--- src/rtl/square_osc.sv ---
// square_osc: glitch-free square-wave oscillator.
// Counts system clocks to produce a square wave whose full cycle is `period`
// clocks. The high phase is floor(P/2) clocks and the low phase is ceil(P/2).
// A new period and note-off are only acted on at a waveform-cycle boundary,
// so the output never emits a truncated or malformed cycle.
module square_osc #(
    parameter int WIDTH = 16
) (
    input  logic             clk,
    input  logic             rst_n,
    input  logic [WIDTH-1:0] period,
    input  logic             gate,
    output logic             wave_out,
    output logic             cycle_start,
    output logic             busy
);

    typedef enum logic {
        IDLE = 1'b0,
        RUN  = 1'b1
    } state_t;

    state_t           state;
    logic [WIDTH-1:0] per_q;
    logic [WIDTH-1:0] cnt;

    logic             start_ok;
    logic             last_clk;
    logic [WIDTH-1:0] cnt_inc;
    logic [WIDTH-1:0] half;

    // Periods 0 and 1 are treated as mute; a cycle needs at least one high
    // and one low clock.
    assign start_ok = gate && (period >= WIDTH'(2));

    // per_q is at least 2 whenever state is RUN, so per_q-1 never underflows
    // while this comparison matters.
    assign last_clk = (cnt == (per_q - WIDTH'(1)));
    assign cnt_inc  = cnt + WIDTH'(1);
    assign half     = per_q >> 1;

    assign busy = (state == RUN);

    // Oscillator state machine; wave_out is precomputed for the next count so
    // the output itself is a clean register.
    always_ff @(posedge clk or negedge rst_n) begin
        if (!rst_n) begin
            state       <= IDLE;
            per_q       <= '0;
            cnt         <= '0;
            wave_out    <= 1'b0;
            cycle_start <= 1'b0;
        end else begin
            cycle_start <= 1'b0;
            case (state)
                IDLE: begin
                    cnt      <= '0;
                    wave_out <= 1'b0;
                    if (start_ok) begin
                        per_q       <= period;
                        wave_out    <= 1'b1;
                        cycle_start <= 1'b1;
                        state       <= RUN;
                    end
                end
                RUN: begin
                    if (!last_clk) begin
                        cnt      <= cnt_inc;
                        wave_out <= (cnt_inc < half);
                    end else if (start_ok) begin
                        per_q       <= period;
                        cnt         <= '0;
                        wave_out    <= 1'b1;
                        cycle_start <= 1'b1;
                    end else begin
                        cnt      <= '0;
                        wave_out <= 1'b0;
                        state    <= IDLE;
                    end
                end
                default: begin
                    cnt      <= '0;
                    wave_out <= 1'b0;
                    state    <= IDLE;
                end
            endcase
        end
    end

endmodule

--- config.mk ---
export PLATFORM = sky130hd
export DESIGN_NAME = square_osc
export DESIGN_NICKNAME = d
export VERILOG_FILES = /design/src/rtl/square_osc.sv
export SDC_FILE = /design/constraint.sdc
export NUM_CORES = 1
export LEC_CHECK = 0
export ABC_CLOCK_PERIOD_IN_PS = 3580
export BUFFER_PORTS_ARGS = -buffer_cell sky130_fd_sc_hd__buf_2
export CAP_MARGIN = 20
export CORE_ASPECT_RATIO = 0.75
export CORE_MARGIN = 5
export CORE_UTILIZATION = 45
export DETAILED_ROUTE_END_ITERATION = 6
export GPL_TIMING_DRIVEN = 0
export SYNTH_ARGS = -nofsm -noshare
export SYNTH_HDL_FRONTEND = slang
export SYNTH_SLANG_ARGS = --single-unit
--- constraint.sdc ---
create_clock -name clk -period 3.58 [get_ports clk]
set_input_delay 0.716 -clock clk [delete_from_list [all_inputs] [get_ports clk]]
set_output_delay 0.716 -clock clk [all_outputs]
set_load 0.02 [all_outputs]
Yosys cells after proc, flatten, opt, wreduce, memory -nomap -nowiden
Index checks and enable logic that the tools add are counted.
{"block": "totals", "out_inout_bits": 3, "regBits": 35}
{"block": "classes", "addsub": 2, "order_cmp": 2, "reduce_logical": 1, "n_bitwise": 1, "muxes": 12, "eq_ne": 2}
{"cell": "one-hot mux 16 bit (2 select lines)", "n": 2}
{"cell": "2-to-1 mux 16 bit", "n": 3}
{"cell": "adder 16 x 1 -> 16 bit, second input constant", "n": 1}
{"cell": "equality test 16 bit", "n": 1}
{"cell": ">= comparator 16 x 2 -> 1 bit, second input constant", "n": 1}
{"cell": "< comparator 16 x 15 -> 1 bit", "n": 1}
{"cell": "subtractor 16 x 1 -> 16 bit, second input constant", "n": 1}
{"cell": "one-hot mux 1 bit (2 select lines)", "n": 3}
{"cell": "2-to-1 mux 1 bit", "n": 4}
{"cell": "inequality test 2 x 1 -> 1 bit, second input constant", "n": 1}
{"cell": "logical AND 1 bit", "n": 1}
{"cell": "inverter 1 bit", "n": 1}

Logic depth before layout (Yosys ltp)
Gate-level depths: netlist (run 1).
{"block": "depth", "depth_word": 5, "mapped_depth": 14, "mapped_depth_nobuf": 13}

Worst setup path after synthesis (run 1)
Ideal clock, no wire load.
{"block": "synth_timing", "path_kind": "register to register", "start": "register per_q[0]", "end": "register per_q[0]", "period_less_slack_ps": 3254, "arrival_ps": 3129, "slack_ps": 326, "n_path_buf": 1, "setup_time_ps": 125, "stages_incl_launch_ff": 11, "path_cell_list": "dfrtp_1 > inv_1 > ha_1 > nor3b_1 > nand3_1 > or3_1 > a221oi_2 > nand4_2 > o41ai_4 > buf_6 > mux2_4"}
{"block": "synth_via", "elab_chain_len": 3}
{"item": "from (decl)", "line_no": "24", "text": "logic [WIDTH-1:0] per_q;"}
{"item": "from (signal assigned)", "line_no": "60", "text": "per_q <= period;"}
{"item": "from (signal assigned)", "line_no": "71", "text": "per_q <= period;"}
{"item": "subtractor 16 x 1 -> 16 bit / 2-to-1 mux 16 bit (equally long branches)"}
{"item": "equality test 16 bit / 2-to-1 mux 16 bit (equally long branches)"}
{"item": "inequality test 2 x 1 -> 1 bit (no source line) / one-hot mux 16 bit (2 select lines) (equally long branches)"}
Several ways; a longest one is shown, not always the timed one. The select of a mux whose other input is x is not followed.
A chain may end at the register's enable or synchronous reset.

Worst setup path after layout (run 1)
{"block": "layout_timing", "start": "register per_q[1]", "end": "register wave_out"}
{"block": "layout_via", "elab_chain_len": 4}
{"item": "subtractor 16 x 1 -> 16 bit", "line_no": "38", "text": "assign last_clk = (cnt == (per_q - WIDTH'(1)));"}
{"item": "equality test 16 bit", "line_no": "38"}
{"item": "2-to-1 mux 1 bit *", "line_no": "67", "text": "if (!last_clk) begin"}
{"item": "one-hot mux 1 bit (2 select lines) *", "line_no": "55", "text": "case (state)"}
{"item": "to (signal assigned)", "line_no": "69", "text": "wave_out <= (cnt_inc < half);"}
{"item": "to (decl)", "line_no": "13", "text": "output logic wave_out,"}
Every way passes the cells marked *; elsewhere a longest branch is shown, timed or not.

==> flow_metrics.py, run 1 <==
metrics = {
    "timing": {
        "rsz0062_at_grt": "no",
        "min_period_ps": 3280,
        "finalSetupViolations": 0,
        "final_hold_viol_count": 0,
        "finalCritPeriodShare_pct": 91.6,
        "slew_violations": 0,
        "tns_ps": 0,
        "tightest_slew_ps": 790,
        "max_freq_mhz": 305,
        "skew_ps": 9.60,
        "relSlewSlack_pct": 47.4,
    },
    "pwr": {
        "power.leakage_uw": 0.00128,
        "power_density_nw_per_um2": 487,
        "peakVddDrop_uv": 227,
        "power_uw": 1360,
    },
    "clocking": {
        "cts_buffer_depth": 2,
        "clk-insertion-delay-late_ps": 290,
        "cts_made_buffers": 5,
        "htreeDepth": 2,
        "root_buffer": "clkbuf_8",
        "path_clk_slew_ps": 80,
        "clock_sinks": 35,
        "cts_tree": "yes",
    },
    "placed_design": {
        "gp_congestion": 0.827,
        "place_inst": 341,
        "io_buffer_count": 21,
        "dp_hpwl_mm": 4.15,
    },
    "route": {
        "drt-wirelength-per-cell_um": 15.3,
        "drc": 0,
        "via_count": 1838,
        "ant_nets": 0,
        "vias_per_cell": 5.24,
        "dr.first_iter.drc_count": 107,
        "drt-total-wl_mm": 5.38,
        "first_pass_iters": 4,
    },
    "logic_synthesis": {
        "syn_inst": 245,
        "synth-seq-cells": 35,
        "async_reset_ff_share_pct": 100,
        "synth_enable_flop_cells": 0,
        "synthesis.area_um2": 2430,
        "synthesis.nets": 280,
        "synthFlopType": "dfrtp_1",
        "avgSynthCellArea_um2": 9.93,
        "ys_types": 48,
        "ys.warnings.count": 0,
        "ys_seq_area_share_pct": 36.0,
    },
    "global_route": {
        "grt_pass1_vias": 1835,
        "antenna_found_initial": 0,
        "grt_use_total_pct": 17.3,
        "grt_max_degree": 36,
        "grt_pass1_wl_mm": 9.16,
        "grt_overflow_total": 0,
    },
    "finish": {
        "n_antenna_cell": 0,
        "fillCellCount": 519,
        "final_util_pct": 52.8,
        "nets": 310,
        "area_growth_pct": 14.9,
        "drive_above_1_share_pct": 21.7,
        "fin_cells": 351,
    },
    "critical_path": {
        "max_stage_delay_ps": 480,
        "critPathLaunchType": "flip-flop",
        "worstSetupEndpointType": "flip-flop",
        "slowest_stage": "o31ai_4",
        "cp.required_ps": 3740,
        "cp_max_fo": 10,
        "crit_type": "reg -> reg",
        "worstPathCellList": "inv_1 -> ha_1 -> nor3b_2 -> nand3_1 -> or3_1 -> a221oi_2 -> nand4_2 -> o31ai_4 -> clkbuf_2 -> o21bai_1",
        "critPathArrivalTime_ps": 3440,
    },
    "floorplanning": {
        "fp.dieW_um": 94.9,
        "rows": 23,
        "die_h_um": 73.7,
        "start_util_pct": 45.9,
        "dieArea_um2": 6990,
        "fp.coreArea_um2": 5300,
        "ios": 22,
    },
    "job": {
        "maxCapViolCount": 0,
    },
    "run_status": {
        "status": "finished clean",
    },
    "min_path": {
        "hold_class": "in -> async",
    },
}
[metrics by stage]
stage / setup slack (ps) / hold slack, ps / instance area [µm²]
after floorplan: 326 / 420 / 2430
after global placement: -315 / 534 / 2630
after detailed placement: -296 / 544 / 2630
after CTS: 66.5 / 537 / 2790
after global routing: 31.3 / 578 / 2790
final: 302 / 509 / 2790
[area by class of cell]
class	count	area (µm²)	share of cell area, %
Multi-Input combinational cell	180	1440	51.6
Sequential cell	35	876	31.3
Timing Repair Buffer	23	120	4.30
Tap cell	75	93.8	3.36
Inverter	22	82.6	2.96
Clock buffer	6	72.6	2.60
Clock inverter	2	60.1	2.15
Buffer	8	47.5	1.70
[cell families (layout without fill, tap and decap cells)]
group | count (synthesis) | count (layout) | synth area share, %
XOR/XNOR | 30 | 30 | 10.8
flip-flops | 35 | 35 | 36.0
multiplexers | 17 | 17 | 9.05
adder cells (fa/ha/maj) | 16 | 16 | 8.23
buffers and inverters | 30 | 61 | 5.30
AO/OA/AOI/OAI | 37 | 37 | 12.1
AND/OR/NAND/NOR | 80 | 80 | 18.5
[registers in the layout, summed over array words and instances, names as in the netlist]
signal,cells
busy,1
cycle_start,1
wave_out,1
per_q,16
cnt,16
[where the power goes]
part,switching [µW],total (µW),internal (µW)
Sequential,62.3,505,443
Clock,150,429,279
Combinational,231,426,195
Total,444,1360,916
[cells in the final DEF (no fill, tap or decap), types with 2 or more instances in the layout]
cell and instances:
a21oi_1 6, a31oi_1 2, and3_1 3, buf_2 22, buf_4 2, buf_6 2
bufinv_16 2, clkbuf_1 5, clkbuf_8 5, dfrtp_1 35, ha_1 16, inv_1 22
mux2_2 8, mux2_4 8, nand2_1 10, nand3_1 12, nand4_1 4, nand4b_1 2
nor2_1 12, nor2b_1 15, nor3_1 5, nor4_1 6, o211ai_1 3, o21a_1 2
o21ai_0 9, o22ai_1 2, or2_2 2, or3_1 2, xnor2_1 17, xor2_1 13
[path summary, 6_finish.rpt]
path                       startpoint       end  slack (ps)  depth (start not counted)
max in group asynchronous       rst_n   cnt[10]        2580                          1
setup reg to reg             per_q[1]  wave_out         300                         10
min in group clk               cnt[0]    cnt[0]         540                          1
hold / removal                  rst_n  per_q[0]         510                          1
hold reg to reg                cnt[0]    cnt[0]         540                          1
setup / recovery             per_q[1]  wave_out         300                         10
[synth_stat cells (8+ instances only)]
cell	n	share of area, %
nor2b_1	15	3.9
nor2_1	12	1.9
o21ai_0	9	1.9
nand3_1	12	2.5
inv_1	22	3.4
xor2_1	13	4.7
nand2_1	10	1.5
xnor2_1	17	6.1
mux2_2	8	3.7
mux2_4	8	4.9
ha_1	16	8.2
dfrtp_1	35	36
[critical path, delay by kind of cell, from the launching register on]
family,cells,cell delay [ps]
flops,1,460
buf+inv,2,440
fa+ha+maj,1,170
compound gates,3,900
simple gates,4,1170
[repair_timing]
item                                   4_1_cts  5_1_grt
hold buffers                                 0        0
buffers inserted                             2        0
setup endpoints to repair                   26       26
endpoints found under the hold margin        0        0
resized for setup                            2        1
pin swaps                                    1        1
[routing by layer]
metal	wire (µm)	track usage (%)	up-vias
met1	2950	26.8	871
li1	-	-	926
met2	2100	24.4	36
met4	46	4.16	0
met5	0	0	-
met3	291	3.68	5
Power figures use the tool's default switching activity.
==> run 2: changes to the inputs <==
--- a/config.mk
+++ b/config.mk
@@ -6,12 +6,12 @@
 export NUM_CORES = 1
 export LEC_CHECK = 0
 export ABC_CLOCK_PERIOD_IN_PS = 3580
-export BUFFER_PORTS_ARGS = -buffer_cell sky130_fd_sc_hd__buf_2
 export CAP_MARGIN = 20
 export CORE_ASPECT_RATIO = 0.75
 export CORE_MARGIN = 5
 export CORE_UTILIZATION = 45
 export DETAILED_ROUTE_END_ITERATION = 6
+export DONT_BUFFER_PORTS = 1
 export GPL_TIMING_DRIVEN = 0
 export SYNTH_ARGS = -nofsm -noshare
 export SYNTH_HDL_FRONTEND = slang
==> flow_metrics.py, run 2 (synthesis gave the netlist of run 1 again) <==
metrics = {
    "finish": {
        "reg_top3": "cnt: 16 flops, per_q: 16 flops",
        "final_cell_mix": "dfrtp_1 (35), inv_1 (22), xnor2_1 (17), ha_1 (16), nor2b_1 (15)",
        "fillCellCount": 525,
        "n_antenna_cell": 0,
        "final_common_cell": "dfrtp_1",
        "area_growth_pct": 8.90,
        "drive_above_1_share_pct": 15.6,
        "nets": 290,
    },
    "pwr": {
        "power_density_nw_per_um2": 451,
        "power_uw": 1190,
        "power.leakage_uw": 0.00118,
        "peakVddDrop_uv": 187,
    },
    "critical_path": {
        "crit_type": "reg -> reg",
        "critPathArrivalTime_ps": 3500,
        "worstSetupEndpointType": "flip-flop",
        "r2r_slack_ps": 250,
        "reg2regPathDepth": 9,
        "cp_max_fo": 10,
        "timing.rr.end": "wave_out",
        "critPathLaunchType": "flip-flop",
        "cp.required_ps": 3750,
        "reg2reg_from": "per_q[4]",
    },
    "global_route": {
        "grt_pass1_wl_mm": 8.97,
        "grt.busiest_layer": "met1",
        "grtUsageMet1_pct": 26.6,
        "use_met3_pct": 4.61,
        "grt_max_degree": 36,
        "grt_pass1_vias": 1759,
        "grt_use_total_pct": 17.2,
        "grtUsageMet2_pct": 23.2,
        "grt_overflow_total": 0,
        "antenna_found_initial": 0,
    },
    "timing": {
        "max_freq_mhz": 300,
        "finalCritPeriodShare_pct": 93.0,
        "tns_ps": 0,
        "skew_ps": 4.60,
        "rsz0062_at_grt": "no",
        "tightest_slew_ps": 643,
        "relSlewSlack_pct": 56.8,
        "final_hold_viol_count": 0,
        "min_period_ps": 3330,
        "finalSetupViolations": 0,
        "finalWorstSetupSlack_ps": 250,
        "slew_violations": 0,
    },
    "clocking": {
        "cts_hold_buf": 0,
        "cts_made_buffers": 5,
        "root_buffer": "clkbuf_8",
        "cts_tree": "yes",
        "path_clk_slew_ps": 70,
        "htreeDepth": 2,
        "clock_sinks": 35,
        "clk-insertion-delay-late_ps": 280,
        "cts_buffer_depth": 2,
    },
    "route": {
        "drc": 0,
        "ant_nets": 0,
        "vias_per_cell": 5.39,
        "drt-wirelength-per-cell_um": 16.3,
        "drt-total-wl_mm": 5.39,
        "dr.first_iter.drc_count": 82,
        "via_count": 1784,
        "first_pass_iters": 4,
    },
    "floorplanning": {
        "dieArea_um2": 6990,
        "ios": 22,
        "rows": 23,
        "start_util_pct": 45.9,
        "fp.coreArea_um2": 5300,
        "die_h_um": 73.7,
        "fp.dieW_um": 94.9,
    },
    "job": {
        "maxCapViolCount": 0,
    },
    "placed_design": {
        "post-place-ws_ps": -308,
        "gp_congestion": 0.824,
        "io_buffer_count": 0,
        "dp_hpwl_mm": 4.22,
    },
    "min_path": {
        "hold_class": "in -> async",
    },
    "run_status": {
        "status": "finished clean",
    },
}
run 2: power by group:
group	internal [µW]	switching, µW
clock network	136	144
registers	443	63.8
logic	187	221
run 2: critical path, stage by stage (launching register included):
cell and delay [ps]:
dfrtp_1 350, buf_2 170, nor4_1 520, nand3_1 290, or3_1 430, a221oi_2 280, nand4_2 190, o31ai_4 500
clkbuf_2 360, o21bai_1 120
run 2: final cells by class:
cell class                      instances  area (µm²)  share of cell area (%)
Sequential cell                        35         876                    33.1
Timing Repair Buffer                    3        22.5                   0.850
Buffer                                  8        47.5                    1.79
Tap cell                               75        93.8                    3.54
Multi-Input combinational cell        180        1440                    54.4
Clock buffer                            6        72.6                    2.74
Inverter                               22        82.6                    3.12
Clock inverter                          2        12.5                   0.472
run 2: timing repair:
| action | in CTS | in global routing |
|---|---|---|
| endpoints found under the hold margin | 0 | 0 |
| pin swaps | 1 | 0 |
| buffers inserted | 3 | 0 |
| setup endpoints to repair | 26 | 24 |
| resized for setup | 2 | 1 |
run 2: metal layers:
metal | routed length (µm) | vias up | share of wire [%]
met5 | 0 | - | 0
met4 | 57 | 0 | 1.1
met3 | 358 | 7 | 6.6
met2 | 2110 | 44 | 39
met1 | 2870 | 848 | 53
li1 | - | 885 | -
run 2: worst max path at each step:
stage / depth (start not counted) / start / endpoint / slack, ps
4_1_cts: 10 / per_q[1] / wave_out / 60
5_1_grt: 10 / per_q[1] / wave_out / 20
6_report: 9 / per_q[4] / wave_out / 250
3_3_place_gp: 10 / per_q[1] / wave_out / -340
2_1_floorplan: 10 / per_q[0] / per_q[0] / 330
3_5_place_dp: 10 / per_q[1] / wave_out / -310
run 2: per-stage QoR:
step	instance area [µm²]	hold slack (ps)	cells	util, %
after global placement	2530	422	320	47.7
final	2650	120	331	50.0
after CTS	2640	108	331	49.9
after floorplan	2430	420	245	-
after global routing	2650	99.6	331	50.0
after detailed placement	2530	422	320	47.7
